==> config.mk <==
export PLATFORM = sky130hd
export DESIGN_NAME = pipelined_multiply_add_flat
export DESIGN_NICKNAME = d
export VERILOG_FILES = /design/src/rtl/pipelined_multiply_add_if.sv /design/src/rtl/pipelined_multiply_add.sv /design/src/flat_wrapper.sv
export SDC_FILE = /design/constraint.sdc
export NUM_CORES = 1
export LEC_CHECK = 0
export ABC_AREA = 1
export CAP_MARGIN = 20
export CORE_ASPECT_RATIO = 1.2
export CORE_MARGIN = 3
export CORE_UTILIZATION = 40
export CTS_CLUSTER_DIAMETER = 50
export DETAILED_ROUTE_END_ITERATION = 10
export PLACE_DENSITY = 0.54
export SKIP_LAST_GASP = 1
export SYNTH_ARGS = -nofsm -noshare
export SYNTH_HDL_FRONTEND = slang
export SYNTH_SLANG_ARGS = --single-unit
==> constraint.sdc <==
create_clock -name clock -period 3.1 [get_ports clock]
set_clock_uncertainty 0.15 [all_clocks]
set_input_delay 0.31 -clock clock [delete_from_list [all_inputs] [get_ports clock]]
set_output_delay 0.31 -clock clock [all_outputs]
set_load 0.05 [all_outputs]
==> src/rtl/pipelined_multiply_add_if.sv <==
// Operand/result bundle for the pipelined multiply-add: operand set in, tagged product out.
interface pipelined_multiply_add_if #(
    parameter int unsigned quotient_width = 16,
    parameter int unsigned divisor_width  = 8
);
    localparam int unsigned tag_width     = 8;
    localparam int unsigned product_width = quotient_width + divisor_width;

    logic                      input_valid;
    logic [tag_width-1:0]      tag;
    logic [quotient_width-1:0] quotient;
    logic [divisor_width-1:0]  divisor;
    logic [quotient_width-1:0] addend;
    logic                      output_valid;
    logic [tag_width-1:0]      tag_out;
    logic [product_width-1:0]  product;

    modport master (
        output input_valid, tag, quotient, divisor, addend,
        input  output_valid, tag_out, product
    );

    modport slave (
        input  input_valid, tag, quotient, divisor, addend,
        output output_valid, tag_out, product
    );
endinterface

==> src/rtl/pipelined_multiply_add.sv <==
// Fully pipelined shift-add multiply-add: product = quotient * divisor + addend,
// signed quotient/addend, unsigned divisor, one operand set per clock, tag carried along.
module pipelined_multiply_add #(
    parameter int unsigned quotient_width = 16,
    parameter int unsigned divisor_width  = 8
) (
    input  logic                    clock,
    input  logic                    nreset,
    pipelined_multiply_add_if.slave bus
);
    localparam int unsigned tag_width     = 8;
    localparam int unsigned product_width = quotient_width + divisor_width;
    localparam int unsigned stages        = divisor_width + 1;

    logic [stages-1:0]         stage_valid;
    logic [stages-1:0]         stage_neg;
    logic [tag_width-1:0]      stage_tag     [stages];
    logic [quotient_width-1:0] stage_addend  [stages];
    logic [product_width-1:0]  stage_acc     [stages];
    // Magnitude and divisor are consumed by the add stages only, so they stop one stage early.
    logic [quotient_width-1:0] stage_mag     [divisor_width];
    logic [divisor_width-1:0]  stage_divisor [divisor_width];

    logic [quotient_width-1:0] mag_c;
    logic [product_width-1:0]  acc_next_c [divisor_width];
    logic [product_width-1:0]  signed_acc_c;
    logic [product_width-1:0]  product_c;

    // Two's-complement magnitude; the most negative quotient maps to 2^(qw-1) unsigned.
    assign mag_c = bus.quotient[quotient_width-1]
                 ? (~bus.quotient + quotient_width'(1))
                 : bus.quotient;

    // Add stage k consumes divisor bit (dw-k), MSB first.
    for (genvar k = 1; k <= divisor_width; k++) begin : g_add
        assign acc_next_c[k-1] = (stage_acc[k-1] << 1)
                               + (stage_divisor[k-1][divisor_width-k]
                                  ? product_width'(stage_mag[k-1])
                                  : product_width'(0));
    end

    assign signed_acc_c = stage_neg[stages-1]
                        ? (~stage_acc[stages-1] + product_width'(1))
                        : stage_acc[stages-1];

    assign product_c = signed_acc_c
                     + {{divisor_width{stage_addend[stages-1][quotient_width-1]}},
                        stage_addend[stages-1]};

    // Capture stage plus the divisor_width add stages.
    always_ff @(posedge clock or negedge nreset) begin
        if (!nreset) begin
            stage_valid <= '0;
            stage_neg   <= '0;
            for (int k = 0; k < stages; k++) begin
                stage_tag[k]    <= '0;
                stage_addend[k] <= '0;
                stage_acc[k]    <= '0;
            end
            for (int k = 0; k < divisor_width; k++) begin
                stage_mag[k]     <= '0;
                stage_divisor[k] <= '0;
            end
        end else begin
            stage_valid      <= {stage_valid[stages-2:0], bus.input_valid};
            stage_neg        <= {stage_neg[stages-2:0], bus.quotient[quotient_width-1]};
            stage_tag[0]     <= bus.tag;
            stage_addend[0]  <= bus.addend;
            stage_acc[0]     <= '0;
            stage_mag[0]     <= mag_c;
            stage_divisor[0] <= bus.divisor;
            for (int k = 1; k < stages; k++) begin
                stage_tag[k]    <= stage_tag[k-1];
                stage_addend[k] <= stage_addend[k-1];
                stage_acc[k]    <= acc_next_c[k-1];
            end
            for (int k = 1; k < divisor_width; k++) begin
                stage_mag[k]     <= stage_mag[k-1];
                stage_divisor[k] <= stage_divisor[k-1];
            end
        end
    end

    // Output stage: data only updates for valid sets, so it holds across bubbles.
    always_ff @(posedge clock or negedge nreset) begin
        if (!nreset) begin
            bus.output_valid <= 1'b0;
            bus.tag_out      <= '0;
            bus.product      <= '0;
        end else begin
            bus.output_valid <= stage_valid[stages-1];
            if (stage_valid[stages-1]) begin
                bus.tag_out <= stage_tag[stages-1];
                bus.product <= product_c;
            end
        end
    end
endmodule
==> src/flat_wrapper.sv <==
// flat-port wrapper written by rule: the top's interface ports become plain ports
module pipelined_multiply_add_flat 
#(
    parameter int unsigned quotient_width = 16,
    parameter int unsigned divisor_width  = 8
)
  (clock, nreset, bus_input_valid, bus_tag, bus_quotient, bus_divisor, bus_addend, bus_output_valid, bus_tag_out, bus_product);
  pipelined_multiply_add_if #(.quotient_width(quotient_width), .divisor_width(divisor_width)) bus_i ();
  input  logic clock;
  input  logic nreset;
  input wire logic [$bits(bus_i.input_valid)-1:0] bus_input_valid;
  input wire logic [$bits(bus_i.tag)-1:0] bus_tag;
  input wire logic [$bits(bus_i.quotient)-1:0] bus_quotient;
  input wire logic [$bits(bus_i.divisor)-1:0] bus_divisor;
  input wire logic [$bits(bus_i.addend)-1:0] bus_addend;
  output wire logic [$bits(bus_i.output_valid)-1:0] bus_output_valid;
  output wire logic [$bits(bus_i.tag_out)-1:0] bus_tag_out;
  output wire logic [$bits(bus_i.product)-1:0] bus_product;
  assign bus_i.input_valid = bus_input_valid;
  assign bus_i.tag = bus_tag;
  assign bus_i.quotient = bus_quotient;
  assign bus_i.divisor = bus_divisor;
  assign bus_i.addend = bus_addend;
  assign bus_output_valid = bus_i.output_valid;
  assign bus_tag_out = bus_i.tag_out;
  assign bus_product = bus_i.product;
  pipelined_multiply_add #(.quotient_width(quotient_width), .divisor_width(divisor_width)) u_core (.clock(clock), .nreset(nreset), .bus(bus_i));
endmodule
# Word level (Yosys, flattened, before mapping)
# Cells that the tools add are included.
# totals
out_inout_bits,33
reg_bits,594
# classes
n_mux,10
addsub,10
bitwise,2
# ops
op,n
two-way mux 16 bit,9
adder 24 x 1 -> 24 bit (second input constant),1
adder 24 x 16 -> 24 bit,1
adder 24 bit,1
two-way mux 24 bit,1
NOT 24 bit,1
adder 23 x 16 -> 23 bit,1
adder 22 x 16 -> 22 bit,1
adder 21 x 16 -> 21 bit,1
adder 20 x 16 -> 20 bit,1
adder 19 x 16 -> 19 bit,1
adder 17 x 16 -> 18 bit,1
adder 16 x 1 -> 16 bit (second input constant),1
NOT 16 bit,1

# Longest topological paths before layout
# Gate-level depths: netlist (run 1).
# depth
depth_word,4
mapped_depth,23
mapped_depth_nobuf,23

# Worst setup path before layout (run 1)
# Ideal clock, no wire load.
# synth_path
path_kind,register to register
start,reg u_core.stage_acc[0] (netlist name)
end,reg u_core.bus.product[21]
required_time_ps,2832
path_slack_ps,482
arrival_time_ps,2351
stages_incl_launch_ff,22
cell_sequence,dfrtp_1 -> inv_1 -> ha_1 -> nand3_1 -> nor2_2 -> nand3_1 -> inv_1 -> nand4_1 -> nand2_2 -> o21ai_1 -> nand2_1 -> nand2_1 -> ha_1 -> nand2_1 -> inv_1 -> nand2_1 -> nor3_1 -> nand3_1 -> nand3_1 -> nand2_1 -> nand3_1 -> nand2_1
# synth_via
elab_chain_len,4
# synth_rtl
element,line,source
"start, declared",pipelined_multiply_add.sv:19,logic [product_width-1:0] stage_acc [stages];
"start signal, assigned by index",pipelined_multiply_add.sv:75,stage_acc[k] <= acc_next_c[k-1];
NOT 24 bit,pipelined_multiply_add.sv:43,? (~stage_acc[stages-1] + product_width'(1))
adder 24 x 1 -> 24 bit,pipelined_multiply_add.sv:43,
two-way mux 24 bit *,pipelined_multiply_add.sv:43,
adder 24 bit *,pipelined_multiply_add.sv:47,"+ {{divisor_width{stage_addend[stages-1][quotient_width-1]}},"
"end signal, assigned",pipelined_multiply_add.sv:94,bus.product <= product_c;
"end, declared",pipelined_multiply_add_if.sv:25,"output output_valid, tag_out, product"
# Mark *: on every way between the ends. The rest lies on a longest branch, timed or not.
# A chain may end at the register's enable or synchronous reset.

# Worst setup path after layout (run 1)
# layout_path
start,reg u_core.stage_acc[1] (netlist name)
end,reg u_core.bus.product[23]
# The elaborated chain is that of the path after synthesis.

==> results of run 1 <==
[metrics by stage]
| step | worst slack, ns | hold WS (ns) | TNS (ns) | instances |
|---|---|---|---|---|
| 2_1_floorplan | 0.482 | -0.136 | 0 | 2426 |
| 3_3_place_gp | 0.161 | 0.181 | 0 | 3314 |
| 3_5_place_dp | 0.101 | 0.185 | 0 | 3314 |
| 4_1_cts | 0.0946 | 0.0118 | 0 | 3467 |
| 5_1_grt | -0.0197 | 0.00823 | -0.0512 | 3469 |
| 6_report | 0.227 | 0.0444 | 0 | 3469 |
[timing repair]
| action | in CTS | in global routing |
|---|---|---|
| setup endpoints to repair | 0 | 11 |
| resized for setup | 0 | 40 |
| endpoints found under the hold margin | 89 | 0 |
| hold buffers | 31 | 0 |
| setup buffers | 0 | 2 |
[report_power, final]
| group | leakage, uW | switching, uW | internal, uW |
|---|---|---|---|
| sequential | 0.00705 | 723 | 9030 |
| combinational | 0.00724 | 5160 | 2810 |
| clock | 0.00118 | 3210 | 5010 |
| total | 0.0155 | 9090 | 16900 |
[flip-flops by register name, summed over array words and instances (netlist names)]
name,count
u_core.stage_mag,128
u_core.stage_acc,163
u_core.stage_neg,9
u_core.bus.tag_out,8
u_core.bus.output_valid,1
u_core.stage_tag,72
u_core.stage_valid,9
u_core.bus.product,24
u_core.stage_divisor,36
u_core.stage_addend,144
[kinds of logic after synthesis]
group,count (synthesis),share of synthesized area
AND/OR/NAND/NOR,952,0.160
flip-flops,594,0.603
buffers and inverters,353,0.0540
AO/OA/AOI/OAI,232,0.0538
XOR/XNOR,150,0.0533
adder cells (fa/ha/maj),145,0.0760
[area by class of cell]
cell class | instances | area (sq um) | share of cell area
Sequential cell | 594 | 14900 | 0.502
Timing Repair Buffer | 139 | 1430 | 0.0482
Multi-Input combinational cell | 1479 | 8650 | 0.293
Inverter | 327 | 1230 | 0.0415
Clock inverter | 30 | 410 | 0.0139
Tap cell | 808 | 1010 | 0.0342
Clock buffer | 92 | 1990 | 0.0673
[worst paths after layout]
| kind | slack [ns] | cells after the start | to |
|---|---|---|---|
| setup / recovery | 0.23 | 20 | u_core.bus.product[23] |
| hold / removal | 0.04 | 1 | u_core.stage_valid[0] |
| setup reg to reg | 0.23 | 20 | u_core.bus.product[23] |
| hold reg to reg | 0.19 | 0 | u_core.stage_tag[9] |
| max in group asynchronous | 1.70 | 3 | u_core.stage_addend[140] |
| min in group asynchronous | 0.19 | 2 | u_core.stage_divisor[41] |
[Yosys cell counts, drive strengths merged]
| master | count |
|---|---|
| and2 | 1 |
| nor3 | 28 |
| o41ai | 1 |
| o211a | 1 |
| nand4 | 20 |
| fa | 8 |
| buf | 6 |
| o2111ai | 1 |
| dfrtp | 594 |
| o21ai | 63 |
| inv | 327 |
| o21a | 4 |
| xor2 | 113 |
| ha | 137 |
| o31ai | 1 |
| nor2 | 133 |
| or2 | 4 |
| nor4 | 3 |
| a21o | 22 |
| clkbuf | 20 |
| nand3 | 106 |
| a21boi | 2 |
| a21oi | 115 |
| o22ai | 2 |
| xnor2 | 37 |
| o21bai | 11 |
| nand2 | 648 |
| o211ai | 1 |
| a31oi | 8 |
| nand3b | 9 |
[metal layers]
layer  track usage  share of wire
met2         0.331           0.57
met4        0.0776          0.043
met5             0              0
met1         0.165           0.36
met3        0.0287          0.031
==> reports/results.txt, run 1 <==
status -> finished, final reports clean
worst slew pin tran -> 0.832 ns
vias post-DR -> 15941
vias in the first global route -> 17506
placed cell area -> 26700 sq um
GR Util All Layers -> 0.167
# DRC -> 0
CP delay by family, top -> simple AND/OR/NAND/NOR gates
total power -> 25900 uW
Total Routed Length -> 51500 microns
crit-path max cell delay -> 0.35 ns
first-pass GRT wire length -> 85600 microns
# clock sinks -> 594
Worst Path Required -> 3.44 ns
worst setup path start -> u_core.stage_acc[1]
antenna diode instance count -> 0
commonest non-fill, non-tap cell in the layout -> nand2_1
initial antenna violation count -> 0
vias per cell -> 4.60
CTS tree -> done
DIE WIDTH -> 233 microns
number of library cell types mapped by synthesis -> 42
critical path's slowest cell -> dfrtp_1
clock tree buffer depth -> 3
number of H-tree levels -> 3
Starting Density -> 0.405
achievable frequency -> 348 MHz
IO buf count -> 83
Hold Path Class -> in2reg
leakage power -> 0.0155 uW
Rows -> 99
# fillers -> 5656
Root Buffer Master -> clkbuf_16
PwrDens -> 877 nW/um^2
syn_nets -> 2622
largest net degree at the start of global routing -> 90
Setup violations, final -> 0
Layout Nets -> 2804
GRT overflow -> 0
I/O pin total -> 84
area delta synth->final -> 20.0%
RR Startpoint -> u_core.stage_acc[1]
CP max FO -> 5
synth warn -> 0
dpl hpwl -> 39000 microns
Final Cycle Share -> 0.927
flip-flop and latch count after synthesis -> 594
RD Place Congestion -> 0.918
mean post-synth cell area -> 10.2 sq um
mapped cell area -> 24700 sq um
worst setup path class -> reg2reg
CP Cell Sequence -> inv_1 -> ha_4 -> nand3_4 -> nor2_4 -> nand3_2 -> inv_1 -> nand4_1 -> nand2_2 -> buf_6 -> nand3_1 -> nand2_2 -> ha_1 -> a21oi_2 -> nand2_2 -> a21oi_2 -> nand2_1 -> nor2_1 -> nand2_1 -> nand3_1 -> nand2_1
post-synth top area cell -> dfrtp_1
post-detailed-route wirelength per cell -> 14.9 microns
most frequent cells in the layout -> nand2_1 (630), dfrtp_1 (594), inv_1 (317)
critical path buffer and inverter count -> 3
top post-synthesis cells by area -> dfrtp_1 (60%), nand2_1 (9.7%), ha_1 (7.0%)
Iteration-0 DRC Markers -> 641
Slew Limit Fails -> 0
antenna-violating nets left -> 0
Clock Latency Late Sink -> 0.60 ns
CP arrival -> 3.21 ns
final core utilization -> 0.485
Final Hold Viols -> 0
Finished Cell Area -> 29600 sq um
Max-slew headroom -> 0.445
layout cells sized above 1 -> 0.0846
Yosys top cell area share -> 0.603
number of max-cap violations -> 0
core box area -> 60900 sq um
Reg clk slew, reported paths -> 0.06 ns
CP endpoint kind -> flop
peak supply drop -> 0.489 mV
total CTS buffers -> 67
Hold Path Origin -> bus_input_valid
cells after synthesis -> 2426
fin crit period -> 2.87 ns
Seq/Total Area, Yosys -> 0.603
Die Area -> 64700 sq um
height of the die -> 278 microns
Pre-Repair DR Iteration Count -> 4
CP Launch Type -> flop
No activity file was read; power rests on OpenSTA's default activity.
==> run 2: changes to the inputs <==
Settings changed: CTS_CLUSTER_DIAMETER 50 to not set, TNS_END_PERCENT set to 10.
==> reports/results.txt, run 2 (synthesized netlist as in run 1, its figures left out) <==
CP endpoint kind -> flop (unchanged)
CP Launch Type -> flop (unchanged)
Reg clk slew, reported paths -> 0.06 ns (about the same)
leakage power -> 0.0153 uW (was 0.0155 uW)
register area -> 14900 sq um (unchanged)
Worst Reg-to-Reg Cells -> 19 (was 20)
CP max FO -> 3 (was 5)
achievable frequency -> 347 MHz (was 348 MHz)
area delta synth->final -> 18.8% (was 20.0%)
number of H-tree levels -> 2 (was 3)
Slew Limit Fails -> 0 (unchanged)
total CTS buffers -> 59 (was 67)
initial antenna violation count -> 0 (unchanged)
# clock sinks -> 594 (unchanged)
Die Area -> 64700 sq um (unchanged)
Largest Register -> u_core.stage_acc (unchanged)
Root Buffer Master -> clkbuf_16 (unchanged)
RD Place Congestion -> 0.918 (unchanged)
clock tree buffer depth -> 3 (unchanged)
fin crit period -> 2.88 ns (was 2.87 ns)
first-pass GRT wire length -> 85600 microns (about the same)
reg2reg end -> u_core.bus.product[20] (was u_core.bus.product[23])
vias in the first global route -> 17469 (was 17506)
Worst Path Required -> 3.47 ns (was 3.44 ns)
IO buf count -> 83 (unchanged)
height of the die -> 278 microns (unchanged)
Largest regs -> u_core.stage_acc: 163 flops, u_core.stage_addend: 144 flops, u_core.stage_mag: 128 flops (unchanged)
vias per cell -> 4.60 (about the same)
core box area -> 60900 sq um (unchanged)
GR Util All Layers -> 0.166 (was 0.167)
RR Startpoint -> u_core.stage_acc[0] (was u_core.stage_acc[1])
Final Hold Viols -> 0 (unchanged)
Hold Path Class -> in2reg (unchanged)
final core utilization -> 0.480 (was 0.485)
dpl hpwl -> 39000 microns (unchanged)
Starting Density -> 0.405 (unchanged)
area of the multi-input gates -> 8660 sq um (was 8650 sq um)
non-filler cells, final -> 3459 (was 3469)
antenna diode instance count -> 0 (unchanged)
Total Routed Length -> 51500 microns (about the same)
commonest non-fill, non-tap cell in the layout -> nand2_1 (unchanged)
largest net degree at the start of global routing -> 90 (unchanged)
# fillers -> 5667 (was 5656)
I/O pin total -> 84 (unchanged)
# DRC -> 0 (unchanged)
status -> finished, final reports clean (unchanged)
placed insts -> 3314 (unchanged)
post-detailed-route wirelength per cell -> 14.9 microns (about the same)
Final Cycle Share -> 0.930 (was 0.927)
Pre-Repair DR Iteration Count -> 5 (was 4)
worst setup path class -> reg2reg (unchanged)
peak supply drop -> 0.452 mV (was 0.489 mV)
Layout Nets -> 2799 (was 2804)
Iteration-0 DRC Markers -> 600 (was 641)
Rows -> 99 (unchanged)
worst slew pin tran -> 0.832 ns (about the same)
CTS tree -> done (unchanged)
Clock Latency Late Sink -> 0.63 ns (was 0.60 ns)
DIE WIDTH -> 233 microns (unchanged)
Setup violations, final -> 0 (unchanged)
worst setup path start -> u_core.stage_acc[0] (was u_core.stage_acc[1])
vias post-DR -> 15928 (was 15941)
CP Capture Point -> u_core.bus.product[20] (was u_core.bus.product[23])
CP arrival -> 3.25 ns (was 3.21 ns)
worst hold slack -> 0.0784 ns (was 0.0444 ns)
setup TNS -> 0 ns (unchanged)
R2R setup slack -> 0.22 ns (was 0.23 ns)
antenna-violating nets left -> 0 (unchanged)
PwrDens -> 854 nW/um^2 (was 877 nW/um^2)
layout cells sized above 1 -> 0.0803 (was 0.0846)
max reg flops -> 163 (unchanged)
GRT overflow -> 0 (unchanged)
most frequent cells in the layout -> nand2_1 (628), dfrtp_1 (594), inv_1 (316) (was nand2_1 (630), dfrtp_1 (594), inv_1 (317))
number of max-cap violations -> 0 (unchanged)
Max-slew headroom -> 0.445 (about the same)
run 2: changes by cell type in the layout (fill, tap and decap cells not counted), sizes merged:
| cell | delta |
|---|---|
| clkbuf | -5 |
| inv | -5 |
| dlygate4sd3 | +3 |
| bufinv | -2 |
| clkinv | -2 |
| clkinvlp | +1 |
run 2: worst max-delay path, cell delays in order, from the launching register on:
cell and delay (ns):
dfrtp_1 0.39, inv_2 0.09, ha_4 0.15, nand3_4 0.09, nor2_4 0.12, nand3_2 0.10
nor3_2 0.16, nor2_1 0.07, xor2_1 0.19, ha_1 0.35, buf_4 0.14, nand2_2 0.07
nor2_2 0.18, inv_2 0.05, nor2_1 0.10, nand3b_1 0.11, nand3_1 0.10, nand2_1 0.05
nand3_1 0.06, nand2_1 0.05
run 2: where the power goes:
part,leakage [uW],switching (uW),internal (uW)
combinational,0.00725,5160,2820
sequential,0.00705,726,9030
clock,0.00102,2990,4300
run 2: layout make-up:
cell class	instances	share of cell area
flip-flops and latches	594	0.508
multi-input cells	1479	0.296
clock buffers	87	0.0615
repair buffers	142	0.0497
inverters	327	0.0419
well taps	808	0.0345
clock inverters	22	0.00902
run 2: repair_timing:
action | in CTS | in global routing
hold buffers | 34 | 0
setup buffers | 0 | 2
endpoints found under the setup margin | 0 | 11
gates resized for setup | 0 | 43
endpoints found under the hold margin | 99 | 0
run 2: layer usage:
layer	wire length (microns)	share of wire	track usage
met1	18400	0.36	0.166
met3	1370	0.027	0.0243
met2	29300	0.57	0.331
met4	2380	0.046	0.0755
met5	0	0	0
run 2: worst min-delay path by stage:
stage | startpoint | endpoint | slack (ns) | cells past startpoint
2_1_floorplan | nreset | u_core.bus.output_valid | -0.14 | 0
3_3_place_gp | u_core.stage_addend[46] | u_core.stage_addend[30] | 0.18 | 0
3_5_place_dp | u_core.stage_addend[120] | u_core.stage_addend[104] | 0.18 | 0
4_1_cts | bus_quotient[0] | u_core.stage_mag[112] | 0.05 | 1
5_1_grt | bus_quotient[0] | u_core.stage_mag[112] | 0.08 | 1
6_report | bus_quotient[0] | u_core.stage_mag[112] | 0.08 | 1
run 2: per-stage QoR:
step / power [uW] / cell area (sq um) / setup WS (ns)
CTS: 25200 / 29100 / 0.0683
global route: 26700 / 29300 / -0.0411
floorplan: 15200 / 24700 / 0.482
global placement: 17700 / 26700 / 0.161
finish: 25000 / 29300 / 0.216
detailed placement: 17700 / 26700 / 0.101
